===== config.mk =====
export PLATFORM = sky130hd
export DESIGN_NAME = div_unit
export DESIGN_NICKNAME = d
export VERILOG_FILES = /design/src/rtl/div_unit.sv
export SDC_FILE = /design/constraint.sdc
export NUM_CORES = 1
export LEC_CHECK = 0
export BUFFER_PORTS_ARGS = -buffer_cell sky130_fd_sc_hd__buf_4
export CELL_PAD_IN_SITES_DETAIL_PLACEMENT = 0
export CELL_PAD_IN_SITES_GLOBAL_PLACEMENT = 1
export CORE_MARGIN = 1.5
export CORE_UTILIZATION = 49
export DETAILED_ROUTE_END_ITERATION = 16
export GPL_TIMING_DRIVEN = 0
export HOLD_SLACK_MARGIN = 0.1
export MAX_ROUTING_LAYER = met4
export PLACE_DENSITY = 0.95
export SLEW_MARGIN = 10
export SYNTH_ARGS = -nofsm -noshare
export SYNTH_HDL_FRONTEND = slang
export SYNTH_SLANG_ARGS = --single-unit
export TNS_END_PERCENT = 10

===== constraint.sdc =====
create_clock -name clk -period 10.5 [get_ports clk]
set_input_delay 1.05 -clock clk [delete_from_list [all_inputs] [get_ports clk]]
set_output_delay 1.05 -clock clk [all_outputs]
set_load 0.01 [all_outputs]

===== src/rtl/div_unit.sv =====
// Iterative 32-bit integer divider (DIV/DIVU/REM/REMU) using one restoring
// radix-2 step per clock, with single-cycle handling of divide-by-zero and signed overflow.
module div_unit (
  input  logic        clk,
  input  logic        reset,
  input  logic        valid_in,
  input  logic [1:0]  DIV_op,
  input  logic [31:0] A,
  input  logic [31:0] B,
  input  logic        flush,
  output logic        ready,
  output logic        valid_out,
  output logic [31:0] result,
  output logic [1:0]  state_dbg
);

  // Handshake: a request is taken when valid_in is high in IDLE with flush low;
  // ready drops in that same cycle and stays low until the result strobe
  // (valid_out, one cycle, in DONE), where ready is high again.
  typedef enum logic [1:0] {
    IDLE = 2'd0,
    CALC = 2'd1,
    CORR = 2'd2,
    DONE = 2'd3
  } state_t;

  state_t      state;
  logic [4:0]  cnt;
  logic [31:0] rem_q;
  logic [31:0] quot_q;
  logic [31:0] dvsr_q;
  logic        q_neg;
  logic        r_neg;
  logic        rem_sel;

  logic        accept;
  logic        a_neg;
  logic        b_neg;
  logic [31:0] a_abs;
  logic [31:0] b_abs;
  logic        div_zero;
  logic        sgn_ovf;
  logic [31:0] special_res;
  logic [32:0] trial;
  logic [31:0] shifted_rem;
  logic [31:0] q_fix;
  logic [31:0] r_fix;

  always_comb begin
    accept      = (state == IDLE) && valid_in && !flush;
    a_neg       = A[31] && !DIV_op[0];
    b_neg       = B[31] && !DIV_op[0];
    a_abs       = a_neg ? (~A + 32'd1) : A;
    b_abs       = b_neg ? (~B + 32'd1) : B;
    div_zero    = (B == 32'd0);
    sgn_ovf     = !DIV_op[0] && (A == 32'h8000_0000) && (B == 32'hFFFF_FFFF);
    special_res = 32'd0;
    if (div_zero)
      special_res = DIV_op[1] ? A : 32'hFFFF_FFFF;
    else if (sgn_ovf)
      special_res = DIV_op[1] ? 32'd0 : 32'h8000_0000;
  end

  // Restoring step: the shifted partial remainder needs 33 bits for the trial
  // subtraction; a borrow (bit 32 set) means the divisor did not fit.
  always_comb begin
    shifted_rem = {rem_q[30:0], quot_q[31]};
    trial       = {rem_q, quot_q[31]} - {1'b0, dvsr_q};
    q_fix       = q_neg ? (~quot_q + 32'd1) : quot_q;
    r_fix       = r_neg ? (~rem_q + 32'd1) : rem_q;
  end

  always_ff @(posedge clk or negedge reset) begin
    if (!reset) begin
      state     <= IDLE;
      cnt       <= 5'd0;
      rem_q     <= 32'd0;
      quot_q    <= 32'd0;
      dvsr_q    <= 32'd0;
      q_neg     <= 1'b0;
      r_neg     <= 1'b0;
      rem_sel   <= 1'b0;
      valid_out <= 1'b0;
      result    <= 32'd0;
    end else begin
      valid_out <= 1'b0;
      if (flush) begin
        state <= IDLE;
      end else begin
        case (state)
          IDLE: begin
            if (accept) begin
              if (div_zero || sgn_ovf) begin
                result    <= special_res;
                valid_out <= 1'b1;
                state     <= DONE;
              end else begin
                quot_q  <= a_abs;
                dvsr_q  <= b_abs;
                rem_q   <= 32'd0;
                q_neg   <= a_neg ^ b_neg;
                r_neg   <= a_neg;
                rem_sel <= DIV_op[1];
                cnt     <= 5'd31;
                state   <= CALC;
              end
            end
          end
          CALC: begin
            if (!trial[32]) begin
              rem_q  <= trial[31:0];
              quot_q <= {quot_q[30:0], 1'b1};
            end else begin
              rem_q  <= shifted_rem;
              quot_q <= {quot_q[30:0], 1'b0};
            end
            if (cnt == 5'd0)
              state <= CORR;
            else
              cnt <= cnt - 5'd1;
          end
          CORR: begin
            result    <= rem_sel ? r_fix : q_fix;
            valid_out <= 1'b1;
            state     <= DONE;
          end
          DONE: begin
            state <= IDLE;
          end
          default: state <= IDLE;
        endcase
      end
    end
  end

  always_comb begin
    ready     = ((state == IDLE) && !accept) || (state == DONE);
    state_dbg = state;
  end

endmodule


---- After elaboration in Yosys (flattened, before gate mapping) ----
Cells that the tools add are included.
word-level totals
  register bits ........................... 139
  input bits .............................. 70
  word-level logic and storage cells ...... 89
cells by class
  $add $sub $neg .......................... 6
  equal/unequal tests ..................... 11
  multiplexer cells ....................... 33
  bitwise operators ....................... 7
  reduce and logical (&&, ||, !) cells .... 22
operators with widths
  cell                                                                    number
  32-bit 2-to-1 mux                                                       16
  32-bit one-hot mux with 2 select lines                                  3
  32-bit by 1-bit adder with 32-bit output (second input constant)        4
  32-bit NOT                                                              4
  32-bit equality test (second input constant)                            2
  33-bit by 32-bit subtractor with 33-bit output                          1
  32-bit zero test                                                        1
  5-bit 2-to-1 mux                                                        3
  4-bit AND reduction                                                     3
  5-bit one-hot mux with 2 select lines                                   1
  2-bit 2-to-1 mux                                                        4
  2-bit one-hot mux with 4 select lines                                   1
  1-bit logical AND                                                       7
  2-bit != test (second input constant)                                   3
  3-bit != test (second input constant)                                   2
  5-bit zero test                                                         1
  5-bit AND reduction                                                     1
  5-bit by 1-bit subtractor with 5-bit output (second input constant)     1
  2-bit equality test (second input constant)                             2
  1-bit 2-to-1 mux                                                        4
  2-bit nonzero test                                                      2
  1-bit zero test                                                         3
  2-bit by 1-bit equality test with 1-bit output (second input constant)  1
  2-bit zero test                                                         1
  6 further kinds                                                         8

---- Logic depth before layout (Yosys ltp) ----
Gate-level depths: netlist of the first run.
  word-level depth ........................ 8
  mapped depth ............................ 14
  gate-level depth less buffers ........... 12

---- Least setup slack after synthesis of the first run ----
OpenSTA, ideal clock, no wires.
  kind .................................... reg-to-reg
  from .................................... register quot_q[31]
  to ...................................... register rem_q[30]
  setup time .............................. 0.129 ns
  arrival time ............................ 3.196 ns
  slack ................................... 7.175 ns
  stages on the path, launching flop included .. 14
  buffers on the path ..................... 1
  clock period less this slack ............ 3.325 ns
  cell sequence ........................... dfrtp_1 -> inv_1 -> ha_1 -> fa_1 -> nand2b_1 -> a21oi_1 -> o41a_2 -> a31oi_4 -> o31a_2 -> o2111a_2 -> or3_1 -> buf_6 -> a221oi_2 -> o21ai_1
between the ends
  cells in the longest elaborated chain, start to end .. 3
ends and longest elaborated chain
  item                                            RTL line  text
  from (decl)                                     30        logic [31:0] quot_q;
  from (signal assigned)                          98        quot_q <= a_abs;
  from (signal assigned)                          112       quot_q <= {quot_q[30:0], 1'b1};
  from (signal assigned)                          115       quot_q <= {quot_q[30:0], 1'b0};
  33-bit by 32-bit subtractor with 33-bit output  68        trial = {rem_q, quot_q[31]} - {1'b0, dvsr_q};
  32-bit 2-to-1 mux                               110       if (!trial[32]) begin
  32-bit one-hot mux with 2 select lines          90        case (state)
  to (signal assigned)                            111       rem_q <= trial[31:0];
  to (signal assigned)                            114       rem_q <= shifted_rem;
  to (decl)                                       29        logic [31:0] rem_q;
No other way between the ends.
A chain may end at the register's enable or synchronous reset.

---- Worst setup path in the final report of the first run ----
  from .................................... input B[23]
  to ...................................... register dvsr_q[8]
between the ends
  cells in the longest elaborated chain, start to end .. 5
  elaborated cells on any way between the ends .. 6
  those cells by class .................... eq/ne: 1; bitwise: 1; reduce/logical: 4
ends and longest elaborated chain
  item                             RTL line  text
  from (decl)                      9         input logic [31:0] B,
  32-bit equality test             56        sgn_ovf = !DIV_op[0] && (A == 32'h8000_0000) && (B == 32'hFFFF_FFFF);
  1-bit logical AND                56
  1-bit logical OR *               93        if (div_zero || sgn_ovf) begin
  1-bit NOT (no line) *            n/a
  4-bit AND reduction (no line) *  n/a
  to (signal assigned)             99        dvsr_q <= b_abs;
  to (decl)                        31        logic [31:0] dvsr_q;
Mark *: on every way between the ends. The rest lies on a longest branch, timed or not.

==> results of run 1 <==
cell usage after synthesis (all sizes together), types with 6 or more instances:
master,n
a211oi,6
a21o,22
a21oi,109
a22oi,17
a31oi,23
and3,7
buf,32
clkbuf,54
dfrtp,139
ha,43
inv,61
nand2,119
nand2b,16
nand3,32
nand4,21
nor2,138
nor2b,6
nor3,33
nor4,14
o2111ai,10
o211ai,36
o21ai,148
o22ai,13
o31a,6
o31ai,23
o41ai,15
or3,22
or4,16
xnor2,78
xor2,67
power by group through the flow:
stage,Clock [W],Sequential [W],Combinational (W)
2_1_floorplan,0,0.000928,0.00132
3_3_place_gp,0,0.000942,0.00189
3_5_place_dp,0,0.000950,0.00192
4_1_cts,0.000584,0.000942,0.00193
5_1_grt,0.000607,0.000974,0.00216
6_report,0.000583,0.000949,0.00197
final cells by class:
type | instances | area (um2)
sequential | 139 | 3478
timing repair buffer | 106 | 819.5
clock buffer | 17 | 425.4
clock inverter | 15 | 126.4
fill | 2118 | 9618
buffer | 86 | 391.6
tap | 285 | 356.6
multi-input combinational | 1118 | 7119
inverter | 63 | 236.5
sequential cells by signal, summed over array words and instances, names as in the netlist:
name / cells
cnt: 5
dvsr_q: 32
q_neg: 1
quot_q: 32
r_neg: 1
rem_q: 32
rem_sel: 1
result: 32
state_dbg: 2
valid_out: 1
worst max-delay path, delay by kind of cell:
| kind | cells | cell delay (ps) |
|---|---|---|
| compound gates | 2 | 370 |
| buf+inv | 3 | 840 |
| simple gates | 5 | 2370 |
stage by stage:
| stage | hold slack (ps) | worst slack [ps] |
|---|---|---|
| final | 490.8 | 6136 |
| after detailed placement | 480.7 | 5878 |
| after floorplan | 474.9 | 7175 |
| after CTS | 494.9 | 6287 |
| after global routing | 508.4 | 6027 |
| after global placement | 473.4 | 5903 |
routing by layer:
metal / track usage (%) / part of all wire [%]
met1: 40.93 / 41
met2: 53.87 / 46
met3: 5.688 / 8.3
met4: 14.97 / 4.1
met5: - / 0
cells in the final DEF, fill, tap and decap left out, drive strengths merged, types with 63 or more instances in the layout:
cell type,synthesis,layout
buf,32,138
inv,61,63
dfrtp,139,139
xnor2,78,78
xor2,67,67
a21oi,109,109
o21ai,148,148
nor2,138,138
clkbuf,54,71
nand2,119,119
worst paths after layout:
| kind | cells after the start | to | slack (ps) | start |
|---|---|---|---|---|
| worst max-delay path | 10 | dvsr_q[8] | 6140 | B[23] |
| worst min-delay path | 1 | result[13] | 490 | result[13] |
| worst max register to register | 14 | rem_q[12] | 6220 | quot_q[31] |
| worst min register to register | 1 | result[13] | 490 | result[13] |
| max in group asynchronous | 2 | cnt[0] | 9100 | reset |
| min in group asynchronous | 1 | result[5] | 600 | reset |
cells by family after synthesis:
logic type	count (synthesis)	synth area share, %
AO/OA/AOI/OAI	481	27.64
AND/OR/NAND/NOR	444	19.09
buffers and inverters	149	5.595
XOR/XNOR	145	11.31
flip-flops	139	30.99
adder cells (fa/ha/maj)	44	4.971
multiplexers	4	0.4012
==> results_dict.tcl, run 1 <==
set metrics [dict create \
    p_sw_share_pct 47.84 \
    worst_slew_pin_slew_ps 1207 \
    dr.pass1.iters 5 \
    synth.distinct_cells 80 \
    area_growth_pct 15.39 \
    post_cts_resized 0 \
    yosys.area.top_type_share_pct 30.99 \
    synthTopCellsByArea "dfrtp_1 31%, o21ai_0 6.5%, xnor2_1 6.1%" \
    root_buffer "clkbuf_16" \
    port_buffers 105 \
    grt_pass1_wl_um 59850 \
    worst_setup_path_end_kind "register" \
    synth_edf_count 0 \
    status "finished clean" \
    p_clk_share_pct 16.6 \
    clk_latency_ps 440 \
    drt-total-wl_um 37980 \
    dpl_cell_area_um2 12400 \
    cts_buffers 17 \
    gr-total-overflow 0 \
    post-route-util_pct 57.39 \
    netlist_area_um2 11230 \
    grt_max_degree 74 \
    gp_congestion 0.9991 \
    track_usage_pct 33.28 \
    p_leak_nw 5.486 \
    p_switching_w 0.001677 \
    power_frac_comb_pct 56.3 \
    setup_viol 0 \
    total_power_w 0.003505 \
    place_inst 1797 \
    slew_headroom_pct 18.80 \
    num_io_pins 106 \
    peakVddDrop_mv 0.1082 \
    grt_pass1_vias 10910 \
    ctsHoldBuffers 0 \
    synth_seq_cells 139 \
    final_layout_size_suffix_gt1_share_pct 12.69 \
    rows 55 \
    synthesis.instances 1406 \
    cp_cell_sequence "buf_4, or4_1, nor4_1, nand3_2, o21ai_2, nor2_1, clkbuf_1, clkbuf_1, nand2_1, o21ai_0" \
    start_util_pct 49.73 \
    path_class "primary input to register" \
    coreArea_um2 22570 \
    ys_seq_area_share_pct 30.99 \
    worstPathRequired_ps 10790 \
    postCtsSetupBuffers 0 \
    dieArea_um2 23830 \
    crit_slowest_cell "nor4_1" \
    stdcell_area_um2 12950 \
    routedWlPerCell_um 20.76 \
    avgSynthCellArea_um2 7.984 \
    slew_violations 0 \
    power_frac_seq_pct 27.1 \
    cts_sinks 139 \
    critPathMostFrequentCell "clkbuf_1" \
    cts_tree "yes" \
    drcViolationCount 0 \
    hold_viol 0 \
    p_per_area_nw_per_um2 270.6 \
    die_h_um 154.4 \
    post-dp-hpwl_um 29420 \
    drt-vias-per-instance 6.194 \
    async_reset_ff_share_pct 100.0 \
    ant_nets 0 \
    critPathMaxStageDelay_ps 980 \
    drtIter0Drc 1111 \
    antenna_cells 0 \
    cts_buffer_depth 2 \
    skew_ps 10.70 \
    grt_setup_unrepaired "false" \
    die_w_um 154.4 \
    min_period_ps 4364 \
    hp-class "register to register" \
    setup_tns_ps 0 \
    synth_ff_type "dfrtp_1" \
    cts.reportedPaths.clkPinSlew_ps 60 \
    cap_violations 0 \
    layoutNonFillerInstCount 1829 \
    ys_warn_count 0 \
    via_count 11330 \
    h-tree-depth 4 \
    finalCritPeriodShare_pct 41.56 \
    cp_data_arrival_time_ps 4650 \
    fmax_mhz 229.1 \
    critPathMaxFanout 10 \
    syn_nets 1520 \
    yosys.area.top_type "dfrtp_1" \
    cp-start-kind "primary input" \
    antenna_found_initial 0 \
    nets 1645 \
    internal_power_w 0.001828 \
]
No activity file was read; power rests on OpenSTA's default activity.
==> inputs of run 2 (changes only) <==
Settings changed: ABC_AREA from default to 1, CORE_UTILIZATION 49 to 43, PLACE_DENSITY 0.95 to 0.91.
Clock period 10.5 ns to 4.12 ns, I/O delays scaled along.
==> run 2 against run 1 <==
  * Synthesized cell count is 60% higher
  * Die area rose by 34%
  * Final cell count is 52% higher
  * Critical path depth fell by 1
  * Register-to-register slack got worse by 5200 ps
  * Via count grew 33%
  * Largest cell class unchanged
  * Sequential share of layout area fell by 3.9 points
  * Clock skew decreased by 2.8 ps
  * Routed wire length grew 31%
  * Combinational power up 140%
==> results_dict.tcl, run 2 <==
set metrics [dict create \
    status "finished clean" \
    worst_slew_pin_slew_ps 709.8 \
    drcViolationCount 0 \
    worst_setup_path_end_kind "register" \
    dr.pass1.iters 6 \
    regArea_um2 3478 \
    min_path_cells 2 \
    crit_family "buffers and inverters" \
    nets 2493 \
    slew_headroom_pct 52.18 \
    r2r-start "state_dbg[0]" \
    h-tree-depth 4 \
    hold_viol 0 \
    holdWs_ps 186.9 \
    drt-total-wl_um 49610 \
    min_to "valid_out" \
    final_common_cell "nand2_1" \
    synth_common_cells "847 x nand2_1, 282 x inv_1, 235 x nand3_1, 195 x nor2_1, 159 x o21ai_0" \
    final_layout_size_suffix_gt1_share_pct 8.696 \
    fmax_mhz 325.7 \
    async_reset_ff_share_pct 100.0 \
    rows 64 \
    routedWlPerCell_um 17.80 \
    cp_cell_sequence "inv_1, ha_1, clkbuf_1, clkinv_1, a21oi_1, nand2_4, a21oi_1, nand2_1, nand2_1" \
    r2r_setup_slack_ps 1050 \
    grt_setup_unrepaired "false" \
    post-dp-hpwl_um 40770 \
    port_buffers 105 \
    cap_violations 0 \
    yosys.area.top_type_share_pct 26.22 \
    synth.distinct_cells 45 \
    peakVddDrop_mv 0.3892 \
    synth_seq_cells 139 \
    antenna_cells 0 \
    track_usage_pct 32.31 \
    synth_edf_count 0 \
    reg2reg_depth 9 \
    dieArea_um2 31910 \
    post-route-util_pct 49.77 \
    synthesis.instances 2253 \
    cp-start-kind "register" \
    cts.reportedPaths.clkPinSlew_ps 70 \
    grt.met2_usage_pct 46.96 \
    root_buffer "clkbuf_16" \
    grt_pass1_vias 13490 \
    slew_violations 0 \
    cts_buffer_depth 2 \
    dp_worst_setup_slack_ps 1157 \
    cts_tree "yes" \
    die_h_um 178.6 \
    drtIter0Drc 1648 \
    hold_path.startpoint "flush" \
    grt_use_met1_pct 46.60 \
    netlist_area_um2 13270 \
    critPathMaxFanout 10 \
    cts_sinks 139 \
    cp_data_arrival_time_ps 3450 \
    avgSynthCellArea_um2 5.888 \
    path_class "register to register" \
    critPathMaxStageDelay_ps 540 \
    syn_nets 2367 \
    finalCritPeriodShare_pct 74.51 \
    gr-total-overflow 0 \
    gr-usage-met3_pct 5.115 \
    nFillCells 3287 \
    die_w_um 178.6 \
    grt_pass1_wl_um 75510 \
    postCtsSetupBuffers 0 \
    p_leak_nw 8.331 \
    clk_latency_ps 450 \
    start_util_pct 43.48 \
    antenna_found_initial 0 \
    area_growth_pct 14.47 \
    dpl_cell_area_um2 14580 \
    ant_nets 0 \
    num_io_pins 106 \
    min_period_ps 3070 \
    p_per_area_nw_per_um2 570.0 \
    synth_ff_type "dfrtp_1" \
    hp-class "primary input to register" \
    setup_viol 0 \
    skew_ps 7.910 \
    rr_endpoint "result[26]" \
    stdcell_area_um2 15180 \
    synth.most_common_cell "nand2_1" \
    crit_slowest_cell "clkinv_1" \
    grt_max_degree 96 \
    ys_warn_count 0 \
    busiest_layer "met2" \
    multi_input_area_um2 8377 \
    via_count 15060 \
    cts_buffers 17 \
    worst-path-buf-inv 3 \
    setup_tns_ps 0 \
    layout_common_cells "847 x nand2_1, 282 x inv_1, 235 x nand3_1, 195 x nor2_1, 159 x o21ai_0" \
    ys_seq_area_share_pct 26.22 \
    postLayoutSetupSlackWorst_ps 1050 \
    synthTopCellsByArea "dfrtp_1 26%, nand2_1 24%, nand3_1 8.9%" \
    gp_congestion 1.032 \
    worstPathRequired_ps 4500 \
    coreArea_um2 30510 \
    drt-vias-per-instance 5.401 \
    yosys.area.top_type "dfrtp_1" \
]
[run 2: through the flow]
step                instances  total power (W)
floorplan                2253         0.005271
global route             2788         0.009292
CTS                      2788         0.008548
detailed placement       2755         0.006947
global placement         2754         0.006880
finish                   2788         0.008655
[run 2: cells by family after synthesis]
kind of cell,after synthesis,synth area share [%]
flops,139,26.22
buf+inv,357,10.63
fa+ha+maj,44,4.207
simple gates,1379,43.60
compound gates,269,11.05
xor+xnor,65,4.292
[run 2: worst register-to-register path, cell delays in order (launching register included)]
cell	delay, ps
dfrtp_1	440
inv_1	110
ha_1	150
clkbuf_1	440
clkinv_1	540
a21oi_1	470
nand2_4	180
a21oi_1	460
nand2_1	150
nand2_1	80
[run 2: how the worst max path moves through the flow]
stage               slack, ps  cells past startpoint         start         end
floorplan                1810                     18    quot_q[31]   rem_q[25]
global placement         1210                     18    quot_q[31]    rem_q[1]
detailed placement       1160                     18    quot_q[31]   rem_q[28]
CTS                      1140                     18    quot_q[31]   rem_q[30]
global route              880                     18    quot_q[31]   rem_q[30]
finish                   1050                      9  state_dbg[0]  result[26]
[run 2: layout make-up]
cell class	count	share of cell area, %
Multi-Input combinational cell	1757	55.17
Tap cell	396	3.263
Clock inverter	14	0.9970
Clock buffer	18	2.892
Inverter	289	7.152
Sequential cell	139	22.91
Buffer	68	2.134
Timing Repair Buffer	107	5.488
[run 2: where the power goes]
part / internal (W) / switching (W) / total, W
combinational: 0.00152 / 0.00329 / 0.00482
sequential: 0.00185 / 0.000407 / 0.00226
clock: 0.000873 / 0.000708 / 0.00158
total: 0.00425 / 0.00441 / 0.00865
[run 2: timing repair]
item / CTS / global route
hold endpoints to repair: 44 / 0
hold buffers: 1 / 0
resized for setup: 0 / 0
[run 2: layer usage]
metal | vias to the layer above | wire (um)
li1 | 7421 | -
met1 | 6925 | 23030
met2 | 650 | 21360
met3 | 63 | 4295
met4 | 0 | 929
met5 | - | 0
